--- config.mk ---
export PLATFORM = sky130hd
export DESIGN_NAME = hm_rd_req_tx_flat
export DESIGN_NICKNAME = d
export VERILOG_FILES = /design/src/rtl/hm_rd_req_tx_pkg.sv /design/src/rtl/hm_rd_req_tx_if.sv /design/src/rtl/hm_tx_tag_pool.sv /design/src/rtl/hm_rd_req_tx.sv /design/src/flat_wrapper.sv
export SDC_FILE = /design/constraint.sdc
export NUM_CORES = 1
export LEC_CHECK = 0
export ABC_AREA = 0
export CAP_MARGIN = 20
export CORE_AREA = 2 2 122 172
export CTS_CLUSTER_SIZE = 14
export DETAILED_ROUTE_END_ITERATION = 10
export DIE_AREA = 0 0 124 174
export GPL_ROUTABILITY_DRIVEN = 0
export PLACE_DENSITY = 0.75
export SETUP_SLACK_MARGIN = 0.3
export SYNTH_ARGS = -nofsm -noshare
export SYNTH_HDL_FRONTEND = slang
export SYNTH_SLANG_ARGS = --single-unit
--- constraint.sdc ---
create_clock -name trn_clk -period 6.28 [get_ports trn_clk]
set_clock_uncertainty 0.1 [all_clocks]
set_input_delay 1.884 -clock trn_clk [delete_from_list [all_inputs] [get_ports trn_clk]]
set_output_delay 1.884 -clock trn_clk [all_outputs]
set_load 0.05 [all_outputs]
--- src/rtl/hm_rd_req_tx_pkg.sv ---
// Shared types and constants for the hm Memory Read requester.
// State encodings and TLP format/type codes live here.
package hm_rd_req_tx_pkg;

    typedef enum logic [1:0] {
        HM_TX_STATE_IDLE = 2'd0,
        HM_TX_STATE_SOF  = 2'd1,
        HM_TX_STATE_EOF  = 2'd2
    } tx_state_e;

    localparam logic [2:0] HM_FMT_3DW_NODATA = 3'b000;
    localparam logic [2:0] HM_FMT_4DW_NODATA = 3'b001;
    localparam logic [4:0] HM_TYPE_MRD       = 5'b00000;

    // Header beat: DW0 in the upper half, DW1 (requester ID, tag, byte enables) in the lower half.
    function automatic logic [63:0] mrd_header(input logic [2:0]  fmt,
                                               input logic [9:0]  len,
                                               input logic [15:0] req_id,
                                               input logic [7:0]  tag,
                                               input logic [3:0]  last_be);
        logic [31:0] dw0;
        logic [31:0] dw1;
        dw0 = {fmt, HM_TYPE_MRD, 1'b0, 3'b000, 4'b0000, 1'b0, 1'b0, 2'b00, 2'b00, len};
        dw1 = {req_id, tag, last_be, 4'hF};
        return {dw0, dw1};
    endfunction

endpackage

--- src/rtl/hm_rd_req_tx_if.sv ---
// TRN transmit bus between the requester (master) and the PCIe endpoint TX port (slave).
interface hm_rd_req_tx_if;
    logic [63:0] trn_td;
    logic        trn_tsof_n;
    logic        trn_teof_n;
    logic        trn_trem_n;
    logic        trn_tsrc_rdy_n;
    logic        trn_tdst_rdy_n;
    logic [5:0]  trn_tbuf_av;
    logic        trn_terr_drop_n;
    logic        trn_tsrc_dsc_n;
    logic        trn_terrfwd_n;
    logic        trn_tstr_n;

    modport master (
        output trn_td, trn_tsof_n, trn_teof_n, trn_trem_n, trn_tsrc_rdy_n,
               trn_tsrc_dsc_n, trn_terrfwd_n, trn_tstr_n,
        input  trn_tdst_rdy_n, trn_tbuf_av, trn_terr_drop_n
    );

    modport slave (
        input  trn_td, trn_tsof_n, trn_teof_n, trn_trem_n, trn_tsrc_rdy_n,
               trn_tsrc_dsc_n, trn_terrfwd_n, trn_tstr_n,
        output trn_tdst_rdy_n, trn_tbuf_av, trn_terr_drop_n
    );
endinterface

--- src/rtl/hm_tx_tag_pool.sv ---
// Tag pool: free bitmap with lowest-free selection, free count and release handling.
// Releases outside the pool or of already-free tags leave the bitmap unchanged.
module hm_tx_tag_pool #(
    parameter int         NUM_TAGS = 4,
    parameter logic [7:0] TAG_BASE = 8'h38,
    parameter int         IDX_W    = 2
) (
    input  logic             clk,
    input  logic             rst,
    input  logic             clr,
    input  logic             alloc,
    input  logic             rel_valid,
    input  logic [7:0]       rel_tag,
    input  logic             drop_valid,
    input  logic [IDX_W-1:0] drop_idx,
    output logic [IDX_W-1:0] alloc_idx,
    output logic             any_free,
    output logic [5:0]       tags_free
);

    logic [NUM_TAGS-1:0] free_q;
    logic [NUM_TAGS-1:0] rel_mask;
    logic [NUM_TAGS-1:0] drop_mask;
    logic [NUM_TAGS-1:0] alloc_mask;
    logic [7:0]          rel_off;

    // Below-base tags wrap to large offsets, so one unsigned compare covers both bounds.
    assign rel_off = rel_tag - TAG_BASE;

    always_comb begin
        rel_mask   = '0;
        drop_mask  = '0;
        alloc_mask = '0;
        if (rel_valid && ({1'b0, rel_off} < 9'(NUM_TAGS)))
            rel_mask[rel_off[IDX_W-1:0]] = 1'b1;
        if (drop_valid)
            drop_mask[drop_idx] = 1'b1;
        if (alloc)
            alloc_mask[alloc_idx] = 1'b1;
    end

    always_comb begin
        alloc_idx = '0;
        for (int i = NUM_TAGS - 1; i >= 0; i--)
            if (free_q[i]) alloc_idx = IDX_W'(i);
    end

    always_comb begin
        tags_free = '0;
        for (int i = 0; i < NUM_TAGS; i++)
            tags_free = tags_free + 6'(free_q[i]);
    end

    assign any_free = |free_q;

    always_ff @(posedge clk or posedge rst) begin
        if (rst)
            free_q <= '1;
        else if (clr)
            free_q <= '1;
        else
            free_q <= (free_q | rel_mask | drop_mask) & ~alloc_mask;
    end

endmodule

--- src/rtl/hm_rd_req_tx.sv ---
// PCIe Memory Read requester on the 64-bit TRN TX interface (3DW/4DW MRd, tag pool).
// Optional statistics counters are built when HM_TX_STATS_EN is defined.
module hm_rd_req_tx
    import hm_rd_req_tx_pkg::*;
#(
    parameter int         NUM_TAGS   = 4,
    parameter logic [7:0] TAG_BASE   = 8'h38,
    parameter int         TIMEOUT_W  = 16,
    parameter int         NP_BUF_BIT = 1
) (
    input  logic                  trn_clk,
    input  logic                  sys_rst,
    input  logic                  trn_reset_n,
    input  logic                  trn_lnk_up_n,
    input  logic                  req_valid,
    output logic                  req_ready,
    input  logic [63:0]           req_addr,
    input  logic [10:0]           req_len,
    output logic [7:0]            req_tag,
    output logic                  tx_end,
    output logic                  timeout,
    input  logic                  tag_rel_valid,
    input  logic [7:0]            tag_rel,
    output logic [5:0]            tags_free,
    hm_rd_req_tx_if.master        trn,
    input  logic [7:0]            cfg_bus_number,
    input  logic [4:0]            cfg_device_number,
    input  logic [2:0]            cfg_function_number,
    output logic [31:0]           stat_trn_cpt_tx,
    output logic [31:0]           stat_trn_cpt_drop,
    output logic [31:0]           stat_trn_cpt_timeout,
    output logic [1:0]            stat_state
);

    localparam int IDX_W = (NUM_TAGS > 1) ? $clog2(NUM_TAGS) : 1;
    // Counter value at which one more stalled SOF cycle reaches all-ones.
    localparam logic [TIMEOUT_W-1:0] TO_ARM = {{(TIMEOUT_W-1){1'b1}}, 1'b0};

    tx_state_e             state;
    logic [IDX_W-1:0]      alloc_idx;
    logic [IDX_W-1:0]      cur_idx;
    logic                  any_free;
    logic                  accept;
    logic                  to_fire;
    logic                  eof_done;
    logic                  is_4dw;
    logic [15:0]           req_id;
    logic [63:0]           beat1_d;
    logic [63:0]           beat1_q;
    logic                  rem1_q;
    logic [TIMEOUT_W-1:0]  to_cnt;
    logic [63:0]           td_q;
    logic                  tsof_q;
    logic                  teof_q;
    logic                  trem_q;
    logic                  tsrc_rdy_q;

    // Request handshake: a request transfers on a cycle with req_valid & req_ready; req_tag is
    // meaningful only then. The TRN side moves a beat on ~trn_tsrc_rdy_n & ~trn_tdst_rdy_n.
    assign req_ready = ~sys_rst & trn_reset_n & (state == HM_TX_STATE_IDLE) & ~trn_lnk_up_n
                     & |(trn.trn_tbuf_av & 6'(1 << NP_BUF_BIT)) & any_free;
    assign accept    = req_valid & req_ready;
    assign req_tag   = req_ready ? (TAG_BASE + 8'(alloc_idx)) : 8'h00;

    assign req_id  = {cfg_bus_number, cfg_device_number, cfg_function_number};
    assign is_4dw  = |req_addr[63:32];
    assign beat1_d = is_4dw ? (req_addr & ~64'h3) : {req_addr[31:0] & ~32'h3, 32'h0};

    assign to_fire  = (state == HM_TX_STATE_SOF) & trn.trn_tdst_rdy_n & (to_cnt == TO_ARM);
    assign eof_done = (state == HM_TX_STATE_EOF) & ~trn.trn_tdst_rdy_n;

    hm_tx_tag_pool #(
        .NUM_TAGS (NUM_TAGS),
        .TAG_BASE (TAG_BASE),
        .IDX_W    (IDX_W)
    ) u_pool (
        .clk        (trn_clk),
        .rst        (sys_rst),
        .clr        (~trn_reset_n),
        .alloc      (accept),
        .rel_valid  (tag_rel_valid),
        .rel_tag    (tag_rel),
        .drop_valid (to_fire),
        .drop_idx   (cur_idx),
        .alloc_idx  (alloc_idx),
        .any_free   (any_free),
        .tags_free  (tags_free)
    );

    always_ff @(posedge trn_clk or posedge sys_rst) begin
        if (sys_rst) begin
            state <= HM_TX_STATE_IDLE;
            cur_idx <= '0;
            beat1_q <= '0;
            rem1_q <= 1'b1;
            to_cnt <= '0;
            td_q <= '0;
            tsof_q <= 1'b1;
            teof_q <= 1'b1;
            trem_q <= 1'b1;
            tsrc_rdy_q <= 1'b1;
            tx_end <= 1'b0;
            timeout <= 1'b0;
        end else if (!trn_reset_n) begin
            state <= HM_TX_STATE_IDLE;
            cur_idx <= '0;
            beat1_q <= '0;
            rem1_q <= 1'b1;
            to_cnt <= '0;
            td_q <= '0;
            tsof_q <= 1'b1;
            teof_q <= 1'b1;
            trem_q <= 1'b1;
            tsrc_rdy_q <= 1'b1;
            tx_end <= 1'b0;
            timeout <= 1'b0;
        end else begin
            tx_end <= 1'b0;
            timeout <= 1'b0;
            case (state)
                HM_TX_STATE_IDLE: begin
                    if (accept) begin
                        state <= HM_TX_STATE_SOF;
                        cur_idx <= alloc_idx;
                        to_cnt <= '0;
                        beat1_q <= beat1_d;
                        rem1_q <= ~is_4dw;
                        td_q <= mrd_header(is_4dw ? HM_FMT_4DW_NODATA : HM_FMT_3DW_NODATA,
                                           req_len[9:0], req_id, req_tag,
                                           (req_len == 11'd1) ? 4'h0 : 4'hF);
                        tsof_q <= 1'b0;
                        trem_q <= 1'b0;
                        tsrc_rdy_q <= 1'b0;
                    end
                end
                HM_TX_STATE_SOF: begin
                    if (!trn.trn_tdst_rdy_n) begin
                        state <= HM_TX_STATE_EOF;
                        td_q <= beat1_q;
                        tsof_q <= 1'b1;
                        teof_q <= 1'b0;
                        trem_q <= rem1_q;
                    end else begin
                        to_cnt <= to_cnt + 1'b1;
                        if (to_fire) begin
                            state <= HM_TX_STATE_IDLE;
                            td_q <= '0;
                            tsof_q <= 1'b1;
                            trem_q <= 1'b1;
                            tsrc_rdy_q <= 1'b1;
                            timeout <= 1'b1;
                        end
                    end
                end
                HM_TX_STATE_EOF: begin
                    // No abort here: once the header is taken the frame must be completed.
                    if (eof_done) begin
                        state <= HM_TX_STATE_IDLE;
                        td_q <= '0;
                        teof_q <= 1'b1;
                        trem_q <= 1'b1;
                        tsrc_rdy_q <= 1'b1;
                        tx_end <= 1'b1;
                    end
                end
                default: state <= HM_TX_STATE_IDLE;
            endcase
        end
    end

    assign trn.trn_td         = td_q;
    assign trn.trn_tsof_n     = tsof_q;
    assign trn.trn_teof_n     = teof_q;
    assign trn.trn_trem_n     = trem_q;
    assign trn.trn_tsrc_rdy_n = tsrc_rdy_q;
    assign trn.trn_tsrc_dsc_n = 1'b1;
    assign trn.trn_terrfwd_n  = 1'b1;
    assign trn.trn_tstr_n     = 1'b0;
    assign stat_state         = state;

`ifdef HM_TX_STATS_EN
    logic [31:0] cnt_tx;
    logic [31:0] cnt_drop;
    logic [31:0] cnt_to;

    always_ff @(posedge trn_clk or posedge sys_rst) begin
        if (sys_rst) begin
            cnt_tx <= '0;
            cnt_drop <= '0;
            cnt_to <= '0;
        end else if (!trn_reset_n) begin
            cnt_tx <= '0;
            cnt_drop <= '0;
            cnt_to <= '0;
        end else begin
            if (eof_done) cnt_tx <= cnt_tx + 32'd1;
            if (!trn.trn_terr_drop_n) cnt_drop <= cnt_drop + 32'd1;
            if (to_fire) cnt_to <= cnt_to + 32'd1;
        end
    end

    assign stat_trn_cpt_tx      = cnt_tx;
    assign stat_trn_cpt_drop    = cnt_drop;
    assign stat_trn_cpt_timeout = cnt_to;
`else
    assign stat_trn_cpt_tx      = 32'd0;
    assign stat_trn_cpt_drop    = 32'd0;
    assign stat_trn_cpt_timeout = 32'd0;
`endif

endmodule

--- src/flat_wrapper.sv ---
// flat-port wrapper written by rule: the top's interface ports become plain ports
module hm_rd_req_tx_flat import hm_rd_req_tx_pkg::*;
#(
    parameter int         NUM_TAGS   = 4,
    parameter logic [7:0] TAG_BASE   = 8'h38,
    parameter int         TIMEOUT_W  = 16,
    parameter int         NP_BUF_BIT = 1
)
  (trn_clk, sys_rst, trn_reset_n, trn_lnk_up_n, req_valid, req_ready, req_addr, req_len, req_tag, tx_end, timeout, tag_rel_valid, tag_rel, tags_free, cfg_bus_number, cfg_device_number, cfg_function_number, stat_trn_cpt_tx, stat_trn_cpt_drop, stat_trn_cpt_timeout, stat_state, trn_trn_td, trn_trn_tsof_n, trn_trn_teof_n, trn_trn_trem_n, trn_trn_tsrc_rdy_n, trn_trn_tsrc_dsc_n, trn_trn_terrfwd_n, trn_trn_tstr_n, trn_trn_tdst_rdy_n, trn_trn_tbuf_av, trn_trn_terr_drop_n);
  hm_rd_req_tx_if trn_i ();
  input  logic trn_clk;
  input  logic sys_rst;
  input  logic trn_reset_n;
  input  logic trn_lnk_up_n;
  input  logic req_valid;
  output logic req_ready;
  input  logic [63:0] req_addr;
  input  logic [10:0] req_len;
  output logic [7:0] req_tag;
  output logic tx_end;
  output logic timeout;
  input  logic tag_rel_valid;
  input  logic [7:0] tag_rel;
  output logic [5:0] tags_free;
  input  logic [7:0] cfg_bus_number;
  input  logic [4:0] cfg_device_number;
  input  logic [2:0] cfg_function_number;
  output logic [31:0] stat_trn_cpt_tx;
  output logic [31:0] stat_trn_cpt_drop;
  output logic [31:0] stat_trn_cpt_timeout;
  output logic [1:0] stat_state;
  output wire logic [$bits(trn_i.trn_td)-1:0] trn_trn_td;
  output wire logic [$bits(trn_i.trn_tsof_n)-1:0] trn_trn_tsof_n;
  output wire logic [$bits(trn_i.trn_teof_n)-1:0] trn_trn_teof_n;
  output wire logic [$bits(trn_i.trn_trem_n)-1:0] trn_trn_trem_n;
  output wire logic [$bits(trn_i.trn_tsrc_rdy_n)-1:0] trn_trn_tsrc_rdy_n;
  output wire logic [$bits(trn_i.trn_tsrc_dsc_n)-1:0] trn_trn_tsrc_dsc_n;
  output wire logic [$bits(trn_i.trn_terrfwd_n)-1:0] trn_trn_terrfwd_n;
  output wire logic [$bits(trn_i.trn_tstr_n)-1:0] trn_trn_tstr_n;
  input wire logic [$bits(trn_i.trn_tdst_rdy_n)-1:0] trn_trn_tdst_rdy_n;
  input wire logic [$bits(trn_i.trn_tbuf_av)-1:0] trn_trn_tbuf_av;
  input wire logic [$bits(trn_i.trn_terr_drop_n)-1:0] trn_trn_terr_drop_n;
  assign trn_trn_td = trn_i.trn_td;
  assign trn_trn_tsof_n = trn_i.trn_tsof_n;
  assign trn_trn_teof_n = trn_i.trn_teof_n;
  assign trn_trn_trem_n = trn_i.trn_trem_n;
  assign trn_trn_tsrc_rdy_n = trn_i.trn_tsrc_rdy_n;
  assign trn_trn_tsrc_dsc_n = trn_i.trn_tsrc_dsc_n;
  assign trn_trn_terrfwd_n = trn_i.trn_terrfwd_n;
  assign trn_trn_tstr_n = trn_i.trn_tstr_n;
  assign trn_i.trn_tdst_rdy_n = trn_trn_tdst_rdy_n;
  assign trn_i.trn_tbuf_av = trn_trn_tbuf_av;
  assign trn_i.trn_terr_drop_n = trn_trn_terr_drop_n;
  hm_rd_req_tx #(.NUM_TAGS(NUM_TAGS), .TAG_BASE(TAG_BASE), .TIMEOUT_W(TIMEOUT_W), .NP_BUF_BIT(NP_BUF_BIT)) u_core (.trn_clk(trn_clk), .sys_rst(sys_rst), .trn_reset_n(trn_reset_n), .trn_lnk_up_n(trn_lnk_up_n), .req_valid(req_valid), .req_ready(req_ready), .req_addr(req_addr), .req_len(req_len), .req_tag(req_tag), .tx_end(tx_end), .timeout(timeout), .tag_rel_valid(tag_rel_valid), .tag_rel(tag_rel), .tags_free(tags_free), .trn(trn_i), .cfg_bus_number(cfg_bus_number), .cfg_device_number(cfg_device_number), .cfg_function_number(cfg_function_number), .stat_trn_cpt_tx(stat_trn_cpt_tx), .stat_trn_cpt_drop(stat_trn_cpt_drop), .stat_trn_cpt_timeout(stat_trn_cpt_timeout), .stat_state(stat_state));
endmodule
==> flow_summary.ini <==
[run_status]
status = complete, no violations

[clocking]
path_clk_slew_ns = 0.07
clock_latency_ns = 0.42
clock_path_buffers = 2
cts_buffers = 17
cts_setup_buffers = 0
cts_sinks = 156
cts-root-buf = clkbuf_16
cts_resized = 0
cts_tree = built
h-tree-depth = 4
hold_buffers = 0

[place]
dpl.hpwl_um = 15000
io_buffer_count = 185
dp_cells = 1224

[worst_setup_path]
r2r_end = u_core.beat1_q[17]
reg2reg_from = u_core.stat_state[0]
crit_path_start_kind = primary input
endpoint_kind = primary output
rrSetupSlack_ns = 2.97
critical_path_required_ns = 4.30
path_class = in -> out
reg2reg_depth = 7
arrival_ns = 3.56
cp_max_fo = 8

[grt]
gr-usage-all-layers_pct = 20.3
grt_pass1_wl_um = 33900
grt_max_degree = 157
grt_overflow = 0
grt_pass1_vias = 6435
grt_antenna_before_repair = 1

[route]
drt_wl_total_um = 22100
drc = 0
drt_iter0_markers = 466
drt-vias-per-instance = 5.20
final_antenna_net_count = 0
vias = 6534
detail_route.wl_per_cell_um = 17.6
first_pass_iters = 7

[finish]
regArea_um2 = 3920
multi_input_area_um2 = 3310
insertedDiodeCount = 0
layout_commonest_cell = clkdlybuf4s50_1
postLayoutCoreUtil_pct = 50.7
layout_common_cells = clkdlybuf4s50_1, dfrtp_1, nand2_1, conb_1, o21ai_0
drive_above_1_share_pct = 7.59
n_fill_cell = 1868
fin_cells = 1257
synthToLayoutAreaGrowth_pct = 29.5
final_nets = 1111

[die]
core_area_um2 = 20200
row_count = 62
io-pin-count = 299
die_area_um2 = 21600
die_y_um = 174
die_x_um = 124
initial_utilization_pct = 39.1

[power]
p_int_mw = 1.82
vdd_drop_max_v = 0.000174
comb_power_share_pct = 20.7
power_frac_seq_pct = 39.8
p_clk_share_pct = 39.6
switching_share_pct = 32.2
p_leak_nw = 4.46
p_per_area_nw_per_um2 = 263
p_sw_mw = 0.865

[logic_synthesis]
netlist_instances = 831
avgSynthCellArea_um2 = 9.49
async_flop_share_pct = 100
yosys_most_used_dff = dfrtp_1
yosys_warnings = 0
synth-edff-count = 0
ys_seq_area_share_pct = 49.6
ys_ff_latch = 156
ys_types = 59
synth_area_um2 = 7890

[flow_run]
cap_violations = 0

[sta]
max_freq_mhz = 180
finalCritPeriodShare_pct = 88.2
rsz0062_at_grt = false
worstMarginPinSlew_ns = 1.11
fin_crit_ns = 5.54
tns_ns = 0
maxSlewViolCount = 0
hold_violations = 0
relSlewSlack_pct = 25.5
setup_viol = 0

[hold_path]
min_path_cells = 2
min_path_type = reg -> reg
hold_start = u_core.rem1_q
hold_end = u_core.rem1_q
## cell usage after synthesis, types with 2 or more instances
cell / instances / area share (%)
o211ai_1: 3 / 0.29
a31o_2: 2 / 0.22
clkbuf_1: 37 / 1.8
nand4_1: 8 / 0.63
and2_1: 4 / 0.32
nand2_1: 108 / 5.1
mux2_2: 2 / 0.29
mux2i_1: 3 / 0.38
dfstp_2: 9 / 3.0
o21ai_0: 103 / 6.5
o2111ai_1: 2 / 0.22
buf_4: 109 / 10
a21oi_1: 47 / 3.0
a22o_1: 32 / 3.6
a22oi_1: 26 / 2.5
buf_1: 5 / 0.24
nor2b_1: 3 / 0.24
nor2_1: 21 / 1.0
nand3_1: 42 / 2.7
o31ai_1: 15 / 1.4
nand4b_1: 4 / 0.44
ha_1: 9 / 1.4
nor3b_1: 2 / 0.19
a31oi_1: 3 / 0.24
conb_1: 2 / 0.095
nor3_1: 6 / 0.38
or3b_2: 2 / 0.22
xor2_1: 3 / 0.33
dfrtp_1: 147 / 47
and3_1: 3 / 0.24
buf_2: 9 / 0.57
nor4_1: 11 / 0.87
a21o_1: 4 / 0.38
a32oi_1: 2 / 0.22
inv_1: 19 / 0.90
## per-layer routing
layer	track usage, %	wire, um
met1	23.3	8550
met2	36.5	11500
met3	3.84	1350
met4	7.96	644
met5	0	11
## critical path, cell delays in order
cell             delay [ns]
clkdlybuf4s50_1        0.42
nand4b_1               0.17
or3_1                  0.37
inv_1                  0.48
buf_12                 0.22
## through the flow
stage                     setup slack [ns]  instance area [um^2]  power, mW  hold WS (ns)
after floorplan                       1.19                  8280       1.50         0.339
after global placement               0.776                  9580       1.63         0.349
after detailed placement             0.764                  9580       1.64         0.352
after CTS                            0.748                 10200       2.71         0.363
after global routing                 0.684                 10200       2.78         0.394
final                                0.739                 10200       2.68         0.363
## how the worst max path moves through the flow
stage / startpoint / to / slack [ns]
after floorplan: trn_lnk_up_n / req_tag[3] / 1.19
after global placement: trn_lnk_up_n / req_tag[3] / 0.78
after detailed placement: trn_lnk_up_n / req_tag[5] / 0.76
after CTS: trn_lnk_up_n / req_tag[5] / 0.75
after global routing: trn_lnk_up_n / req_tag[5] / 0.68
final: trn_lnk_up_n / req_tag[5] / 0.74
## cell type report
| type | instances | area share [%] |
|---|---|---|
| well taps | 256 | 3.14 |
| inverters | 19 | 0.735 |
| multi-input cells | 599 | 32.4 |
| clock inverters | 13 | 1.49 |
| clock buffers | 19 | 4.43 |
| repair buffers | 195 | 19.5 |
| flip-flops and latches | 156 | 38.3 |
## cells by family (layout without fill, tap and decap cells)
| logic type | after synthesis | after routing | synth area share [%] |
|---|---|---|---|
| mux | 5 | 5 | 0.666 |
| compound gates | 252 | 252 | 20.1 |
| flops | 156 | 156 | 49.6 |
| buf+inv | 179 | 246 | 13.8 |
| simple gates | 224 | 224 | 13.6 |
| other cells | 2 | 105 | 0.0952 |
| xor+xnor | 3 | 3 | 0.333 |
| fa+ha+maj | 10 | 10 | 1.68 |
## flip-flops by register name (all words and copies together) (netlist names)
| register | cells |
|---|---|
| u_core.trn.trn_td | 63 |
| u_core.beat1_q | 62 |
| u_core.to_cnt | 16 |
| u_core.u_pool.free_q | 4 |
| u_core.cur_idx | 2 |
| u_core.stat_state | 2 |
| u_core.rem1_q | 1 |
| u_core.timeout | 1 |
| u_core.trn.trn_teof_n | 1 |
| u_core.trn.trn_trem_n | 1 |
| u_core.trn.trn_tsof_n | 1 |
| u_core.trn.trn_tsrc_rdy_n | 1 |
| u_core.tx_end | 1 |
## power groups by stage
stage               Combinational [mW]  Clock, mW  Sequential (mW)
floorplan                        0.308          0             1.19
detailed placement               0.553          0             1.09
CTS                              0.554       1.08             1.07
global placement                 0.549          0             1.09
finish                           0.556       1.06             1.07
global route                     0.587       1.12             1.07
No activity file was read; power rests on OpenSTA's default activity.
